`config.mk`:
```
export PLATFORM = sky130hd
export DESIGN_NAME = mem_port_arbiter
export DESIGN_NICKNAME = d
export VERILOG_FILES = /design/src/rtl/tiny_risc_v_pkg.sv /design/src/rtl/mem_arb_pick.sv /design/src/rtl/mem_port_arbiter.sv
export SDC_FILE = /design/constraint.sdc
export NUM_CORES = 1
export LEC_CHECK = 0
export CAP_MARGIN = 25
export CORE_ASPECT_RATIO = 1.1
export CORE_MARGIN = 8
export CORE_UTILIZATION = 41
export CTS_CLUSTER_DIAMETER = 60
export CTS_CLUSTER_SIZE = 8
export DETAILED_ROUTE_END_ITERATION = 6
export PLACE_DENSITY = 0.84
export SKIP_CTS_REPAIR_TIMING = 1
export SLEW_MARGIN = 20
export SYNTH_ARGS = -nofsm -noshare
export SYNTH_HDL_FRONTEND = slang
export SYNTH_SLANG_ARGS = --single-unit
```
`constraint.sdc`:
```
create_clock -name clk -period 4.24 [get_ports clk]
set_clock_uncertainty 0.2 [all_clocks]
set_input_delay 1.06 -clock clk [delete_from_list [all_inputs] [get_ports clk]]
set_output_delay 1.06 -clock clk [all_outputs]
set_load 0.005 [all_outputs]
```
`src/rtl/tiny_risc_v_pkg.sv`:
```
// Shared types and constants for the memory port arbiter: FSM states,
// requester ids and memory bus widths.
package tiny_risc_v_pkg;

  localparam int unsigned MEM_AW = 8;
  localparam int unsigned MEM_DW = 32;

  localparam logic REQ_IF = 1'b0;
  localparam logic REQ_LS = 1'b1;

  typedef enum logic [1:0] {
    IDLE    = 2'd0,
    RD_WAIT = 2'd1,
    WR      = 2'd2
  } arb_state_e;

endpackage

```
`src/rtl/mem_arb_pick.sv`:
```
// Combinational winner select between fetch and load/store requesters.
// Define MEM_ARB_RR_EN for round-robin; default is fixed priority (ls over if).
module mem_arb_pick
  import tiny_risc_v_pkg::*;
(
  input  logic i_if_req,
  input  logic i_ls_req,
  input  logic i_last_owner,
  output logic o_any_c,
  output logic o_winner_c
);

  assign o_any_c = i_if_req | i_ls_req;

`ifdef MEM_ARB_RR_EN
  // On a tie the requester that did not win last time goes first
  always_comb begin
    o_winner_c = REQ_IF;
    if (i_if_req && i_ls_req) begin
      o_winner_c = (i_last_owner == REQ_IF) ? REQ_LS : REQ_IF;
    end else if (i_ls_req) begin
      o_winner_c = REQ_LS;
    end
  end
`else
  logic w_unused_last;
  assign w_unused_last = i_last_owner;

  always_comb begin
    o_winner_c = i_ls_req ? REQ_LS : REQ_IF;
  end
`endif

endmodule

```
`src/rtl/mem_port_arbiter.sv`:
```
// Request/grant arbiter sharing one synchronous-read memory between fetch and
// load/store. Arbitration policy selected by MEM_ARB_RR_EN (see mem_arb_pick).
module mem_port_arbiter
  import tiny_risc_v_pkg::*;
#(
  parameter int unsigned RD_LAT = 2
)
(
  input  logic              clk,
  input  logic              rst,
  input  logic              if_req,
  input  logic [MEM_AW-1:0] if_addr,
  output logic              if_gnt,
  output logic              if_rvalid,
  input  logic              ls_req,
  input  logic              ls_we,
  input  logic [MEM_AW-1:0] ls_addr,
  input  logic [MEM_DW-1:0] ls_wdata,
  output logic              ls_gnt,
  output logic              ls_rvalid,
  output logic [MEM_DW-1:0] rdata,
  output logic [MEM_AW-1:0] mem_lo,
  output logic [MEM_DW-1:0] mem_in,
  output logic              mem_en,
  input  logic [MEM_DW-1:0] mem_out,
  output logic              busy
);

  localparam int unsigned CNT_W = 3;

  arb_state_e        r_state, w_state_nxt;
  logic [CNT_W-1:0]  r_cnt, w_cnt_nxt;
  logic              r_owner, w_owner_nxt;
  logic [MEM_AW-1:0] w_lo_nxt;
  logic [MEM_DW-1:0] w_in_nxt, w_rdata_nxt;
  logic              w_en_nxt, w_if_gnt_nxt, w_ls_gnt_nxt;
  logic              w_if_rv_nxt, w_ls_rv_nxt;
  logic              w_any, w_winner;

  mem_arb_pick u_pick (
    .i_if_req     (if_req),
    .i_ls_req     (ls_req),
    .i_last_owner (r_owner),
    .o_any_c      (w_any),
    .o_winner_c   (w_winner)
  );

  // Next-state and next-output logic
  always_comb begin
    w_state_nxt  = r_state;
    w_cnt_nxt    = r_cnt;
    w_owner_nxt  = r_owner;
    w_lo_nxt     = mem_lo;
    w_in_nxt     = mem_in;
    w_rdata_nxt  = rdata;
    w_en_nxt     = 1'b0;
    w_if_gnt_nxt = 1'b0;
    w_ls_gnt_nxt = 1'b0;
    w_if_rv_nxt  = 1'b0;
    w_ls_rv_nxt  = 1'b0;
    unique case (r_state)
      IDLE: begin
        if (w_any) begin
          w_owner_nxt = w_winner;
          if (w_winner == REQ_LS) begin
            w_ls_gnt_nxt = 1'b1;
            w_lo_nxt     = ls_addr;
            if (ls_we) begin
              w_in_nxt    = ls_wdata;
              w_en_nxt    = 1'b1;
              w_state_nxt = WR;
            end else begin
              w_cnt_nxt   = '0;
              w_state_nxt = RD_WAIT;
            end
          end else begin
            w_if_gnt_nxt = 1'b1;
            w_lo_nxt     = if_addr;
            w_cnt_nxt    = '0;
            w_state_nxt  = RD_WAIT;
          end
        end
      end
      RD_WAIT: begin
        w_cnt_nxt = r_cnt + CNT_W'(1);
        if (r_cnt == CNT_W'(RD_LAT - 1)) begin
          w_rdata_nxt = mem_out;
          w_if_rv_nxt = (r_owner == REQ_IF);
          w_ls_rv_nxt = (r_owner == REQ_LS);
          w_state_nxt = IDLE;
        end
      end
      WR: begin
        w_ls_rv_nxt = 1'b1;
        w_state_nxt = IDLE;
      end
      default: w_state_nxt = IDLE;
    endcase
  end

  always_ff @(posedge clk or posedge rst) begin
    if (rst) begin
      r_state   <= IDLE;
      r_cnt     <= '0;
      r_owner   <= REQ_IF;
      mem_lo    <= '0;
      mem_in    <= '0;
      mem_en    <= 1'b0;
      rdata     <= '0;
      if_gnt    <= 1'b0;
      ls_gnt    <= 1'b0;
      if_rvalid <= 1'b0;
      ls_rvalid <= 1'b0;
      busy      <= 1'b0;
    end else begin
      r_state   <= w_state_nxt;
      r_cnt     <= w_cnt_nxt;
      r_owner   <= w_owner_nxt;
      mem_lo    <= w_lo_nxt;
      mem_in    <= w_in_nxt;
      mem_en    <= w_en_nxt;
      rdata     <= w_rdata_nxt;
      if_gnt    <= w_if_gnt_nxt;
      ls_gnt    <= w_ls_gnt_nxt;
      if_rvalid <= w_if_rv_nxt;
      ls_rvalid <= w_ls_rv_nxt;
      busy      <= (w_state_nxt != IDLE);
    end
  end

endmodule

```
==> impl_metrics.tcl <==
set metrics [dict create \
    synth.ff_latch_count 84 \
    synthesis.yosys.warnings 0 \
    cts_root_buf "sky130_fd_sc_hd__clkbuf_8" \
    die_x_um 103 \
    fin_tns_setup_ns 0 \
    timing.critical_path.to_type "register" \
    worst_pin_slew_ns 0.567 \
    internal_power_uw 2600 \
    max_clock_freq_mhz 385 \
    chip_height_um 112 \
    number_of_antenna_violations_at_the_first_check_in_global_routing 0 \
    gpl.final_weighted_congestion 0.707 \
    unique_cell_type_count_in_the_yosys_netlist 34 \
    timing.critical_path.from_type "input pin" \
    reg_clk_slew_reported_paths_ns 0.08 \
    antenna_cells 0 \
    ioPinCount 163 \
    post_synth_instance_area_um2 3420 \
    postSynth.topFlopCell "sky130_fd_sc_hd__dfrtp_1" \
    synth_top_area_frac 0.614 \
    netlist.top_cell.by_area "sky130_fd_sc_hd__dfrtp_1" \
    grt_pass1_wl_um 14500 \
    syn2layout_area_growth_pct 55.7 \
    layout.nets 496 \
    grt_util_all_layers 0.160 \
    timing_hold_violations_final 0 \
    ant_nets 0 \
    class_of_the_tightest_hold_or_removal_check "reg2reg" \
    drcViolationCount 0 \
    vias_in_the_first_global_route 2806 \
    slew-limit-headroom 0.621 \
    timing.reg2reg.worst_path_depth 5 \
    max-cap-violations 0 \
    p_sw_frac 0.287 \
    postSynth.asyncResetShare 1.00 \
    synthTopCellsByArea "sky130_fd_sc_hd__dfrtp_1, sky130_fd_sc_hd__mux2_2, sky130_fd_sc_hd__ha_1, sky130_fd_sc_hd__o22ai_1, sky130_fd_sc_hd__a21oi_1" \
    buffers_added_on_ports 162 \
    end_of_the_worst_register_to_register_path "mem_in[23]" \
    worstReg2RegStart "r_state[0]" \
    worstPathArrival_ns 2.62 \
    finalCritPeriodShare 0.613 \
    placement_rows 35 \
    rsz0062_at_grt "no" \
    totalWireLength_um 9060 \
    place_ws_ns 1.29 \
    hold_end "if_rvalid" \
    power.sequential.fraction 0.386 \
    max-clock-path-buffers 2 \
    regToRegSetupSlack_ns 2.06 \
    tritoncts "done" \
    p_clk_frac 0.163 \
    worst-path-max-fanout 34 \
    synthCells 243 \
    floorplan.die_area_um2 11500 \
    crit_type "in2reg" \
    share_comb_of_total_power 0.451 \
    h_tree_depth 3 \
    synth_fp_nets 333 \
    p_switching_uw 1040 \
    status "finished, final reports clean" \
    detailedRoute.firstIterationViolations 67 \
    viasPerCell 4.84 \
    pin_count_of_the_biggest_net_entering_global_routing 35 \
    detail_route.wl_per_cell_um 17.4 \
    final.setup.worst_slack_ns 1.64 \
    startpoint_of_the_lowest_slack_hold_path "r_owner" \
    initial_util 0.416 \
    total_leakage_power_uw 0.00226 \
    finalMaxSlewViolations 0 \
    detailed_router_iteration_count_before_antenna_repair 4 \
    setup_violations 0 \
    fp.coreArea_um2 8230 \
    post-route-min-period_ns 2.60 \
    detailed_place_hpwl_um 7010 \
    ys_top_cells_by_count "sky130_fd_sc_hd__dfrtp_1, sky130_fd_sc_hd__mux2_2, sky130_fd_sc_hd__a21oi_1, sky130_fd_sc_hd__o22ai_1" \
    synthMostInstantiatedCell "sky130_fd_sc_hd__dfrtp_1" \
    worst_ep_required_time_ns 4.26 \
    filler_cell_count 679 \
    tritoncts.num_buffers 9 \
    layout-drive-gt1-share 0.203 \
    route.vias.total 2516 \
    ys_seq_area_frac 0.614 \
    vdd.ir_drop.worst_uv 317 \
    hold-worst-slack_ns 0.277 \
    worst_hold_path.num_cells 1 \
    power_density_nw_per_um2 683 \
    clock_sinks 84 \
    clock_latency_ns 0.34 \
    synth_area_per_cell_um2 14.1 \
    grt_overflow_total 0 \
    synth-edff-count 0 \
]
stage by stage:
| stage | area (um2) | utilization | power, uW | std cells |
|---|---|---|---|---|
| 2_1_floorplan | 3420 | - | 2090 | 243 |
| 3_3_place_gp | 5130 | 0.623 | 3020 | 506 |
| 3_5_place_dp | 5130 | 0.623 | 3090 | 506 |
| 4_1_cts | 5330 | 0.648 | 3700 | 520 |
| 5_1_grt | 5330 | 0.648 | 3870 | 520 |
| 6_report | 5330 | 0.648 | 3640 | 520 |
worst max-delay path by stage:
stage                      start          to  slack (ns)  cells past startpoint
after floorplan              rst        busy        0.81                      1
after global placement    ls_req  mem_in[23]        1.31                      3
after detailed placement  ls_req  mem_in[23]        1.29                      3
after CTS                 ls_req  mem_in[23]        1.65                      3
after global routing      ls_req  mem_in[23]        1.54                      3
final                     ls_req  mem_in[23]        1.64                      3
placed cells by master (no fill, tap or decap), drive strengths merged, types with 2 or more instances in the layout:
cell type,netlist,final
o211ai,2,2
nor2,4,4
inv,8,7
nand3b,7,7
nor2b,2,2
mux2,64,64
nand3,3,3
nand2,8,8
dfrtp,84,84
ha,5,5
a31oi,2,2
clkbuf,2,9
clkinv,1,5
o22ai,10,10
bufinv,0,2
a21oi,10,10
clkdlybuf4s50,0,162
o21ai,8,8
buf,11,3
power groups by stage:
stage          combinational [uW]  sequential [uW]  clock, uW
2_1_floorplan                 664             1430          0
5_1_grt                      1770             1460        643
4_1_cts                      1670             1410        617
3_5_place_dp                 1670             1420          0
3_3_place_gp                 1620             1400          0
6_report                     1640             1400        595
flip-flops by register name, summed over array words and instances, names as in the netlist, 2 cells and up:
| register | count |
|---|---|
| mem_in | 32 |
| rdata | 32 |
| mem_lo | 8 |
| r_cnt | 3 |
| r_state | 2 |
critical path: stages:
cell and delay, ns:
sky130_fd_sc_hd__clkdlybuf4s50_1 0.63, sky130_fd_sc_hd__nand3_4 0.43, sky130_fd_sc_hd__mux2_1 0.47
layer usage:
metal / share of wire / track usage
met5: 0 / 0
met4: 0.020 / 0.0715
met3: 0.10 / 0.0581
met2: 0.50 / 0.268
met1: 0.37 / 0.175
cells by family after synthesis:
logic type                 after synthesis  share of synthesized area
and+or+nand+nor                         32                     0.0618
DFF                                     84                      0.614
adders and majority gates                5                     0.0183
muxes                                   64                      0.211
buffers and inverters                   22                     0.0329
AOI/OAI and AO/OA                       36                     0.0625
final cells by class:
| cell class | instances | area (um2) | share of cell area |
|---|---|---|---|
| clock inverters | 5 | 78.8 | 0.0148 |
| inverters | 9 | 35.0 | 0.00657 |
| multi-input cells | 137 | 1210 | 0.227 |
| repair buffers | 165 | 1640 | 0.308 |
| flip-flops and latches | 84 | 2100 | 0.394 |
| clock buffers | 9 | 124 | 0.0232 |
| well taps | 111 | 139 | 0.0261 |
(Power assumes the default switching activity.)
